File: src/rtl/trav_pkg.sv
// Shared types for the traversal scheduler: request/result records, the split-case
// encoding and the trav_math flag classifier.
package trav_pkg;

    localparam int TRAV_MATH_LAT = 14;
    localparam int TRAV_TAG_W    = 8;
    localparam int TRAV_SRC_W    = 3;

    typedef logic [31:0] float_t;

    typedef enum logic [1:0] {
        ONLY_LO = 2'd0,
        ONLY_HI = 2'd1,
        LO_HI   = 2'd2,
        HI_LO   = 2'd3
    } trav_case_t;

    typedef enum logic [1:0] {
        ST_RUN     = 2'd0,
        ST_DRAIN   = 2'd1,
        ST_FLUSHED = 2'd2
    } sched_state_t;

    typedef struct packed {
        logic [TRAV_TAG_W-1:0] tag;
        float_t                origin;
        float_t                dir;
        float_t                split;
        float_t                t_max;
        float_t                t_min;
    } trav_req_t;

    typedef struct packed {
        logic [TRAV_TAG_W-1:0] tag;
        logic [TRAV_SRC_W-1:0] src;
        float_t                t_max;
        float_t                t_min;
        float_t                t_mid;
        trav_case_t            trav_case;
        logic                  err;
    } trav_res_t;

    typedef struct packed {
        trav_case_t trav_case;
        logic       err;
    } trav_cls_t;

    // Anything other than exactly one flag (e.g. NaN inputs) is an error with case 0.
    function automatic trav_cls_t trav_classify(input logic only_lo, input logic only_hi,
                                                input logic lo_hi, input logic hi_lo);
        trav_cls_t c;
        c.err       = 1'b0;
        c.trav_case = ONLY_LO;
        case ({only_lo, only_hi, lo_hi, hi_lo})
            4'b1000: c.trav_case = ONLY_LO;
            4'b0100: c.trav_case = ONLY_HI;
            4'b0010: c.trav_case = LO_HI;
            4'b0001: c.trav_case = HI_LO;
            default: c.err       = 1'b1;
        endcase
        return c;
    endfunction

endpackage

File: src/rtl/trav_sched_chk.sv
// Assertion checker for trav_sched: the credit scheme must keep the result FIFO from
// ever being pushed while full.
module trav_sched_chk #(
    parameter int CNT_W      = 5,
    parameter int FIFO_DEPTH = 16
) (
    input logic             clk,
    input logic             rst,
    input logic             push_i,
    input logic             full_i,
    input logic [CNT_W-1:0] credit_i
);

    a_no_push_full: assert property (@(posedge clk) disable iff (rst) !(push_i && full_i));

    a_credit_bound: assert property (@(posedge clk) disable iff (rst)
                                     credit_i <= CNT_W'(FIFO_DEPTH));

endmodule

File: src/rtl/trav_sched_rr_arb.sv
// Generic round-robin arbiter: one-hot grant searched from a rotating pointer that
// advances past the winner only when the grant is actually taken.
module rr_arb #(
    parameter int N  = 3,
    parameter int IW = $clog2(N)
) (
    input  logic          clk,
    input  logic          rst,
    input  logic [N-1:0]  req_i,
    input  logic          advance_i,
    output logic [N-1:0]  grant_o,
    output logic [IW-1:0] idx_o
);

    logic [IW-1:0] ptr_q, ptr_d;
    logic          found_s;

    // First requester at or after the pointer wins.
    always_comb begin
        int cand;
        grant_o = '0;
        idx_o   = '0;
        found_s = 1'b0;
        cand    = 0;
        for (int k = 0; k < N; k++) begin
            cand = int'(ptr_q) + k;
            if (cand >= N) begin
                cand = cand - N;
            end else begin
                cand = cand;
            end
            if (!found_s && req_i[cand]) begin
                found_s       = 1'b1;
                grant_o[cand] = 1'b1;
                idx_o         = IW'(cand);
            end else begin
                found_s = found_s;
            end
        end
    end

    // Pointer next-state.
    always_comb begin
        ptr_d = ptr_q;
        if (advance_i && found_s) begin
            ptr_d = (idx_o == IW'(N - 1)) ? '0 : idx_o + IW'(1);
        end else begin
            ptr_d = ptr_q;
        end
    end

    // Pointer register.
    always_ff @(posedge clk) begin
        if (rst) begin
            ptr_q <= '0;
        end else begin
            ptr_q <= ptr_d;
        end
    end

endmodule

File: src/rtl/trav_sched.sv
// Shares one fixed-latency trav_math pipe between N_REQ requesters with a credit-guarded
// result FIFO. Optional counters: define TRAV_SCHED_STATS_EN.
module trav_sched
    import trav_pkg::*;
#(
    parameter int N_REQ      = 3,
    parameter int MATH_LAT   = TRAV_MATH_LAT,
    parameter int FIFO_DEPTH = 16
) (
    input  logic                              clk,
    input  logic                              rst,
    input  logic [N_REQ-1:0]                  req_valid,
    output logic [N_REQ-1:0]                  req_ready,
    input  logic [N_REQ*$bits(trav_req_t)-1:0] req_data,
    input  logic                              flush,
    output logic                              flushed,
    output float_t                            math_origin,
    output float_t                            math_dir,
    output float_t                            math_split,
    output float_t                            math_t_max,
    output float_t                            math_t_min,
    input  float_t                            math_t_max_in,
    input  float_t                            math_t_min_in,
    input  float_t                            math_t_mid_in,
    input  logic                              math_only_low,
    input  logic                              math_only_high,
    input  logic                              math_lo_hi,
    input  logic                              math_hi_lo,
    output logic                              res_valid,
    input  logic                              res_ready,
    output trav_res_t                         res_data
`ifdef TRAV_SCHED_STATS_EN
    ,
    output logic [31:0]                       stat_issued,
    output logic [31:0]                       stat_credit_stall,
    output logic [15:0]                       stat_err
`endif
);

    localparam int IDX_W = $clog2(N_REQ);
    localparam int PTR_W = $clog2(FIFO_DEPTH);
    localparam int CNT_W = $clog2(FIFO_DEPTH + 1);
    localparam int REQ_W = $bits(trav_req_t);

    sched_state_t          state_q, state_d;
    logic [CNT_W-1:0]      credit_q, credit_d, count_q, count_d;
    logic [PTR_W-1:0]      wr_ptr_q, wr_ptr_d, rd_ptr_q, rd_ptr_d;
    logic [MATH_LAT-1:0]   vld_q;
    logic [TRAV_TAG_W-1:0] tag_q [MATH_LAT];
    logic [TRAV_SRC_W-1:0] src_q [MATH_LAT];
    trav_res_t             mem_q [FIFO_DEPTH];

    logic                  issue_s, push_s, pop_s, full_s;
    logic [N_REQ-1:0]      grant_s;
    logic [IDX_W-1:0]      grant_idx_s;
    trav_req_t             sel_req_s;
    trav_cls_t             cls_s;
    trav_res_t             push_data_s;

    function automatic logic [PTR_W-1:0] ptr_inc(input logic [PTR_W-1:0] p);
        return (p == PTR_W'(FIFO_DEPTH - 1)) ? '0 : p + PTR_W'(1);
    endfunction

    // A flush request blocks issue in the very cycle it is first seen.
    assign issue_s = !rst && (state_q == ST_RUN) && !flush && (|req_valid) && (credit_q != '0);

    rr_arb #(.N(N_REQ), .IW(IDX_W)) u_arb (
        .clk       (clk),
        .rst       (rst),
        .req_i     (req_valid),
        .advance_i (issue_s),
        .grant_o   (grant_s),
        .idx_o     (grant_idx_s)
    );

    assign req_ready   = issue_s ? grant_s : '0;
    assign sel_req_s   = trav_req_t'(req_data[int'(grant_idx_s)*REQ_W +: REQ_W]);
    assign math_origin = sel_req_s.origin;
    assign math_dir    = sel_req_s.dir;
    assign math_split  = sel_req_s.split;
    assign math_t_max  = sel_req_s.t_max;
    assign math_t_min  = sel_req_s.t_min;

    // Tag pipe valids: only these are reset, so stale math results are ignored.
    always_ff @(posedge clk) begin
        if (rst) begin
            vld_q <= '0;
        end else begin
            vld_q <= {vld_q[MATH_LAT-2:0], issue_s};
        end
    end

    // Tag/source shift register travelling alongside the math pipe.
    always_ff @(posedge clk) begin
        tag_q[0] <= sel_req_s.tag;
        src_q[0] <= TRAV_SRC_W'(grant_idx_s);
        for (int k = 1; k < MATH_LAT; k++) begin
            tag_q[k] <= tag_q[k-1];
            src_q[k] <= src_q[k-1];
        end
    end

    assign push_s = vld_q[MATH_LAT-1];
    assign pop_s  = (count_q != '0) && res_ready;
    assign full_s = (count_q == CNT_W'(FIFO_DEPTH));
    assign cls_s  = trav_classify(math_only_low, math_only_high, math_lo_hi, math_hi_lo);

    // Re-join the emerging math result with its tag.
    always_comb begin
        push_data_s.tag       = tag_q[MATH_LAT-1];
        push_data_s.src       = src_q[MATH_LAT-1];
        push_data_s.t_max     = math_t_max_in;
        push_data_s.t_min     = math_t_min_in;
        push_data_s.t_mid     = math_t_mid_in;
        push_data_s.trav_case = cls_s.trav_case;
        push_data_s.err       = cls_s.err;
    end

    // FIFO pointers, occupancy and credit next-state.
    always_comb begin
        wr_ptr_d = push_s ? ptr_inc(wr_ptr_q) : wr_ptr_q;
        rd_ptr_d = pop_s ? ptr_inc(rd_ptr_q) : rd_ptr_q;
        case ({push_s, pop_s})
            2'b10:   count_d = count_q + CNT_W'(1);
            2'b01:   count_d = count_q - CNT_W'(1);
            default: count_d = count_q;
        endcase
        case ({issue_s, pop_s})
            2'b10:   credit_d = credit_q - CNT_W'(1);
            2'b01:   credit_d = credit_q + CNT_W'(1);
            default: credit_d = credit_q;
        endcase
    end

    // FIFO storage.
    always_ff @(posedge clk) begin
        if (push_s) begin
            mem_q[wr_ptr_q] <= push_data_s;
        end
    end

    assign res_valid = (count_q != '0);
    assign res_data  = mem_q[rd_ptr_q];

    // Flush state machine next-state.
    always_comb begin
        state_d = state_q;
        case (state_q)
            ST_RUN: begin
                state_d = flush ? ST_DRAIN : ST_RUN;
            end
            ST_DRAIN: begin
                if (!flush) begin
                    state_d = ST_RUN;
                end else if ((vld_q == '0) && (count_q == '0)) begin
                    state_d = ST_FLUSHED;
                end else begin
                    state_d = ST_DRAIN;
                end
            end
            ST_FLUSHED: begin
                state_d = flush ? ST_FLUSHED : ST_RUN;
            end
            default: state_d = ST_RUN;
        endcase
    end

    assign flushed = (state_q == ST_FLUSHED);

    // Control registers.
    always_ff @(posedge clk) begin
        if (rst) begin
            state_q  <= ST_RUN;
            credit_q <= CNT_W'(FIFO_DEPTH);
            count_q  <= '0;
            wr_ptr_q <= '0;
            rd_ptr_q <= '0;
        end else begin
            state_q  <= state_d;
            credit_q <= credit_d;
            count_q  <= count_d;
            wr_ptr_q <= wr_ptr_d;
            rd_ptr_q <= rd_ptr_d;
        end
    end

    trav_sched_chk #(.CNT_W(CNT_W), .FIFO_DEPTH(FIFO_DEPTH)) u_chk (
        .clk      (clk),
        .rst      (rst),
        .push_i   (push_s),
        .full_i   (full_s),
        .credit_i (credit_q)
    );

`ifdef TRAV_SCHED_STATS_EN
    logic [31:0] issued_q, stall_q;
    logic [15:0] err_q;
    logic        stall_s;

    assign stall_s = (|req_valid) && (state_q == ST_RUN) && (credit_q == '0);

    // Saturating statistics counters.
    always_ff @(posedge clk) begin
        if (rst) begin
            issued_q <= 32'd0;
            stall_q  <= 32'd0;
            err_q    <= 16'd0;
        end else begin
            if (issue_s && (issued_q != 32'hFFFF_FFFF)) begin
                issued_q <= issued_q + 32'd1;
            end
            if (stall_s && (stall_q != 32'hFFFF_FFFF)) begin
                stall_q <= stall_q + 32'd1;
            end
            if (push_s && cls_s.err && (err_q != 16'hFFFF)) begin
                err_q <= err_q + 16'd1;
            end
        end
    end

    assign stat_issued       = issued_q;
    assign stat_credit_stall = stall_q;
    assign stat_err          = err_q;
`endif

endmodule

File: config.mk
export PLATFORM = sky130hd
export DESIGN_NAME = trav_sched
export DESIGN_NICKNAME = d
export VERILOG_FILES = /design/src/rtl/trav_pkg.sv /design/src/rtl/trav_sched_chk.sv /design/src/rtl/trav_sched_rr_arb.sv /design/src/rtl/trav_sched.sv
export SDC_FILE = /design/constraint.sdc
export NUM_CORES = 2
export LEC_CHECK = 0
export CAP_MARGIN = 20
export CORE_UTILIZATION = 60
export CTS_BUF_LIST = sky130_fd_sc_hd__clkbuf_16
export DETAILED_ROUTE_END_ITERATION = 7
export PLACE_DENSITY = 0.95
export SYNTH_ARGS = -nofsm -noshare
export SYNTH_HDL_FRONTEND = slang
export SYNTH_HIERARCHICAL = 1
export SYNTH_SLANG_ARGS = --single-unit
File: constraint.sdc
create_clock -name clk -period 9.03 [get_ports clk]
set_input_delay 1.806 -clock clk [delete_from_list [all_inputs] [get_ports clk]]
set_output_delay 1.806 -clock clk [all_outputs]
set_load 0.05 [all_outputs]
==> results.yml, run 1 <==
floorplan:
  rows: 129
  io_pins: 886
  die-height_um: 355.2
  start_util_pct: 60.53
  die_w_um: 355.2
cts:
  cts_htree_levels: 4
  cts_buffers: 176
  cts_buffer_depth: 3
  clock_tree.root_cell: "clkbuf_16"
  cts-resized-gates: 0
  post_cts_buffers: 0
  cts_hold_buf: 0
  clock_sink_count: 1924
place:
  hpwl_um: 231300
  place_congestion: 1.151
  placed_cells: 6001
  numPortBuffers: 884
synth:
  synth_cells: 3781
  async_flop_share_pct: 0
  ys_ff_latch: 1924
  ys_types: 56
  synth_enable_flop_cells: 1744
  ys.flop_type: "edfxtp_1"
  syn_area_mm2: 0.07483
  syn_avg_cell_area_um2: 19.79
  syn_nets: 4411
  yosysSeqAreaShare_pct: 74.80
  yosys_warnings: 6
global_routing:
  grt_max_degree: 169
  gr-usage-all-layers_pct: 67.66
  grt_pass1_vias: 54924
  grt_pass1_wl_um: 547800
  grt-ovfl-total: 5
run_status:
  stop_stage: "global routing (5_1_grt)"
  outcome: "aborted with a tool error"
  stop_error: "[ERROR GRT-0116] Global routing finished with congestion. Check the congestion regions in the DRC Viewer."
==> synthesized netlist by cell type (all sizes together) (3+ instances only) <==
library cell	count	area [um2]
o21ai	177	893.4
nand2b	5	33.78
edfxtp	1744	52370
clkbuf	85	319.1
nor4	5	31.28
nor3b	4	30.03
and2	20	125.1
xnor2	4	35.03
buf	288	1884
a311o	3	30.03
ha	17	212.7
and3	4	25.02
xor2	6	52.55
dfxtp	180	3603
mux4	436	9819
nor2	28	105.1
nand2	287	1077
a21oi	21	105.1
inv	14	52.55
mux2i	174	1742
nor3	8	45.04
a22oi	218	1817
nor2b	20	125.1
nand3	3	15.01
==> metal layers <==
layer / global-route usage, % / GRT overflow
met4: 70.30 / 2
met5: 22.30 / 0
met1: 64.32 / 1
met2: 90.30 / 2
met3: 47.04 / 0
==> per-stage QoR <==
step | utilization [%] | cell area [um2] | hold slack (ns) | setup slack [ns]
2_1_floorplan | - | 74830 | 0.3096 | 3.508
3_3_place_gp | 68.20 | 84310 | 0.3099 | 1.434
3_5_place_dp | 68.21 | 84330 | 0.3121 | 1.313
4_1_cts | 72.74 | 89930 | 0.3130 | 1.109
==> kinds of logic after synthesis <==
group	share of synthesized area (%)
XOR/XNOR	0.1170
buffers and inverters	3.015
other	0.005011
adder cells (fa/ha/maj)	0.3377
AO/OA/AOI/OAI	4.038
AND/OR/NAND/NOR	2.212
flip-flops	74.80
multiplexers	15.48
==> run 2: changes to the inputs <==
Settings changed: CORE_UTILIZATION 60 to 40, CTS_BUF_LIST sky130_fd_sc_hd__clkbuf_16 to not set, PLACE_DENSITY 0.95 to not set, PLACE_DENSITY_LB_ADDON set to 0.15.
==> results.yml, run 2 <==
run_status:
  outcome: "complete, no violations"
cts:
  clock_tree.root_cell: "clkbuf_16"
  clk_pin_slew_ns: 0.06
  post_cts_buffers: 0
  clock_latency_ns: 0.81
  clock_sink_count: 1924
  cts_htree_levels: 4
  tritoncts: "yes"
  cts-resized-gates: 0
  cts_hold_buf: 0
  cts_buffer_depth: 3
  cts_buffers: 181
synth:
  yosys_warnings: 6
  ys_types: 56
  synth_cells: 3781
  syn_avg_cell_area_um2: 19.79
  syn_nets: 4411
  yosysMostFrequentCell: "edfxtp_1"
  synth_top_area_share_pct: 69.98
  ys_top_cells_by_count: "edfxtp_1, mux4_2, nand2_1"
  synth_enable_flop_cells: 1744
  synth_top_area_cell: "edfxtp_1"
  ys.flop_type: "edfxtp_1"
  yosysSeqAreaShare_pct: 74.80
  async_flop_share_pct: 0
  ys_ff_latch: 1924
  syn_area_mm2: 0.07483
  ys_top_cells_by_area: "edfxtp_1, mux4_2, dfxtp_1, mux2i_1, a22oi_1"
timing:
  worst_pin_slew_ns: 1.234
  rsz0062_at_grt: "false"
  max_slew_margin_pct: 16.88
  layout_min_cycle_time_ns: 7.616
  finalHoldViolCount: 0
  finalSetupViolCount: 0
  clock_skew_ns: 0.05834
  drv_slew: 0
  tns_ns: 0
  setup_ws_ns: 1.414
  max_freq_mhz: 131.3
  fin_crit_sh_pct: 84.34
pwr:
  p_sw_mw: 4.606
  internal-power_mw: 14.60
  seq_power_share_pct: 51.6
  clkPwrFrac_pct: 38.6
  p_leak_nw: 28.52
  ir_drop_v: 0.0001569
  switching_share_pct: 23.99
  p_per_area_mw_per_mm2: 210.2
  p_comb_share_pct: 9.8
final_layout:
  drive_above_1_share_pct: 17.86
  final_common_cell: "edfxtp_1"
  design_area_mm2: 0.09135
  reg_top3: "mem_q (1744), tag_q (112), src_q (28)"
  largest-register: "mem_q"
  syn_to_final_growth_pct: 22.07
  nets: 5184
  layout_common_cells: "edfxtp_1, clkdlybuf4s50_1, mux4_2"
  largest_reg_flops: 1744
  fillCellCount: 15156
global_routing:
  grt_pass1_vias: 39933
  antenna_found_initial: 127
  grt_pass1_wl_um: 361600
  gr-usage-all-layers_pct: 28.94
  grt-ovfl-total: 0
  grt_max_degree: 158
run:
  drv_cap: 0
floorplan:
  fp.coreArea_mm2: 0.1856
  die-height_um: 434.5
  io_pins: 886
  die-area_mm2: 0.1888
  start_util_pct: 40.31
  rows: 158
  die_w_um: 434.5
drt:
  ant_nets: 0
  drcViolationCount: 0
  dr.pass1.iters: 6
  vias: 40210
  wire_per_inst_um: 38.12
  wirelength_um: 274800
  drtIter0Drc: 3893
  routed_via_density: 5.578
worst_setup_path:
  crit_arrival_ns: 5.81
  start_kind: "primary input"
  cp_max_fo: 27
  critical_path_required_ns: 7.22
  endpoint_kind: "output pin"
  crit_type: "primary input to output pin"
place:
  dpl_cell_area_mm2: 0.08547
  hpwl_um: 191500
  place_congestion: 1.257
  numPortBuffers: 884
  place_ws_ns: 1.513
hold_path:
  hold_path.class: "flop to flop"
run 2: final timing paths:
path	startpoint	end	slack (ns)	cells after the start
min	src_q[0][10]	src_q[0][13]	0.28	0
min reg2reg	src_q[0][10]	src_q[0][13]	0.28	0
max	req_valid[1]	math_t_max[2]	1.41	8
max reg2reg	state_q[0]	credit_q[3]	4.98	12
run 2: final cells by class:
cell class                 count  area [um2]  area share (%)
inverter                      14       52.55         0.05753
sequential                  1924       55980           61.28
antenna                       21       52.55         0.05753
multi-input combinational   1470       16720           18.30
clock inverter                97       922.1           1.009
clock buffer                 240        4908           5.373
timing repair buffer         963        9614           10.52
tap                         2480        3103           3.397
run 2: per-stage QoR:
step           std cells  hold slack [ns]  utilization [%]  power, mW
2_1_floorplan       3781           0.3096                -      11.08
3_3_place_gp        6851           0.3100            46.04      11.98
3_5_place_dp        6851           0.3121            46.04      11.97
4_1_cts             7188           0.2726            49.18      19.33
5_1_grt             7193           0.2839            49.19      19.71
6_report            7209           0.2807            49.21      19.20
run 2: cells by family after synthesis:
kind of cell               after synthesis  synth area share (%)
AOI/OAI and AO/OA                      439                 4.038
other                                    1              0.005011
xor gates and xnor gates                10                0.1170
adders and majority gates               19                0.3377
DFF                                   1924                 74.80
and+or+nand+nor                        389                 2.212
muxes                                  612                 15.48
buffers and inverters                  387                 3.015
run 2: power groups by stage:
stage               logic [mW]  registers (mW)  clock network [mW]
global route              1.92            9.93                7.87
floorplan                0.998            10.1                   0
detailed placement        1.87            10.1                   0
CTS                       1.88            9.92                7.53
finish                    1.88            9.92                7.41
global placement          1.88            10.1                   0
run 2: per-layer routing:
| metal | vias to the layer above | wire, um | track usage, % |
|---|---|---|---|
| li1 | 16768 | - | - |
| met1 | 21234 | 116600 | 40.07 |
| met2 | 1699 | 126900 | 44.85 |
| met3 | 431 | 22520 | 8.321 |
| met4 | 78 | 8149 | 7.510 |
| met5 | - | 543 | 0 |
run 2: worst max-delay path, cell delays in order:
cell,delay (ns)
clkdlybuf4s50_1,0.60
mux2i_1,0.27
o21ai_0,0.20
a21oi_4,0.69
buf_12,0.33
mux2i_1,0.80
o21ai_0,0.29
clkdlybuf4s50_1,0.79
No activity file was read; power rests on OpenSTA's default activity.
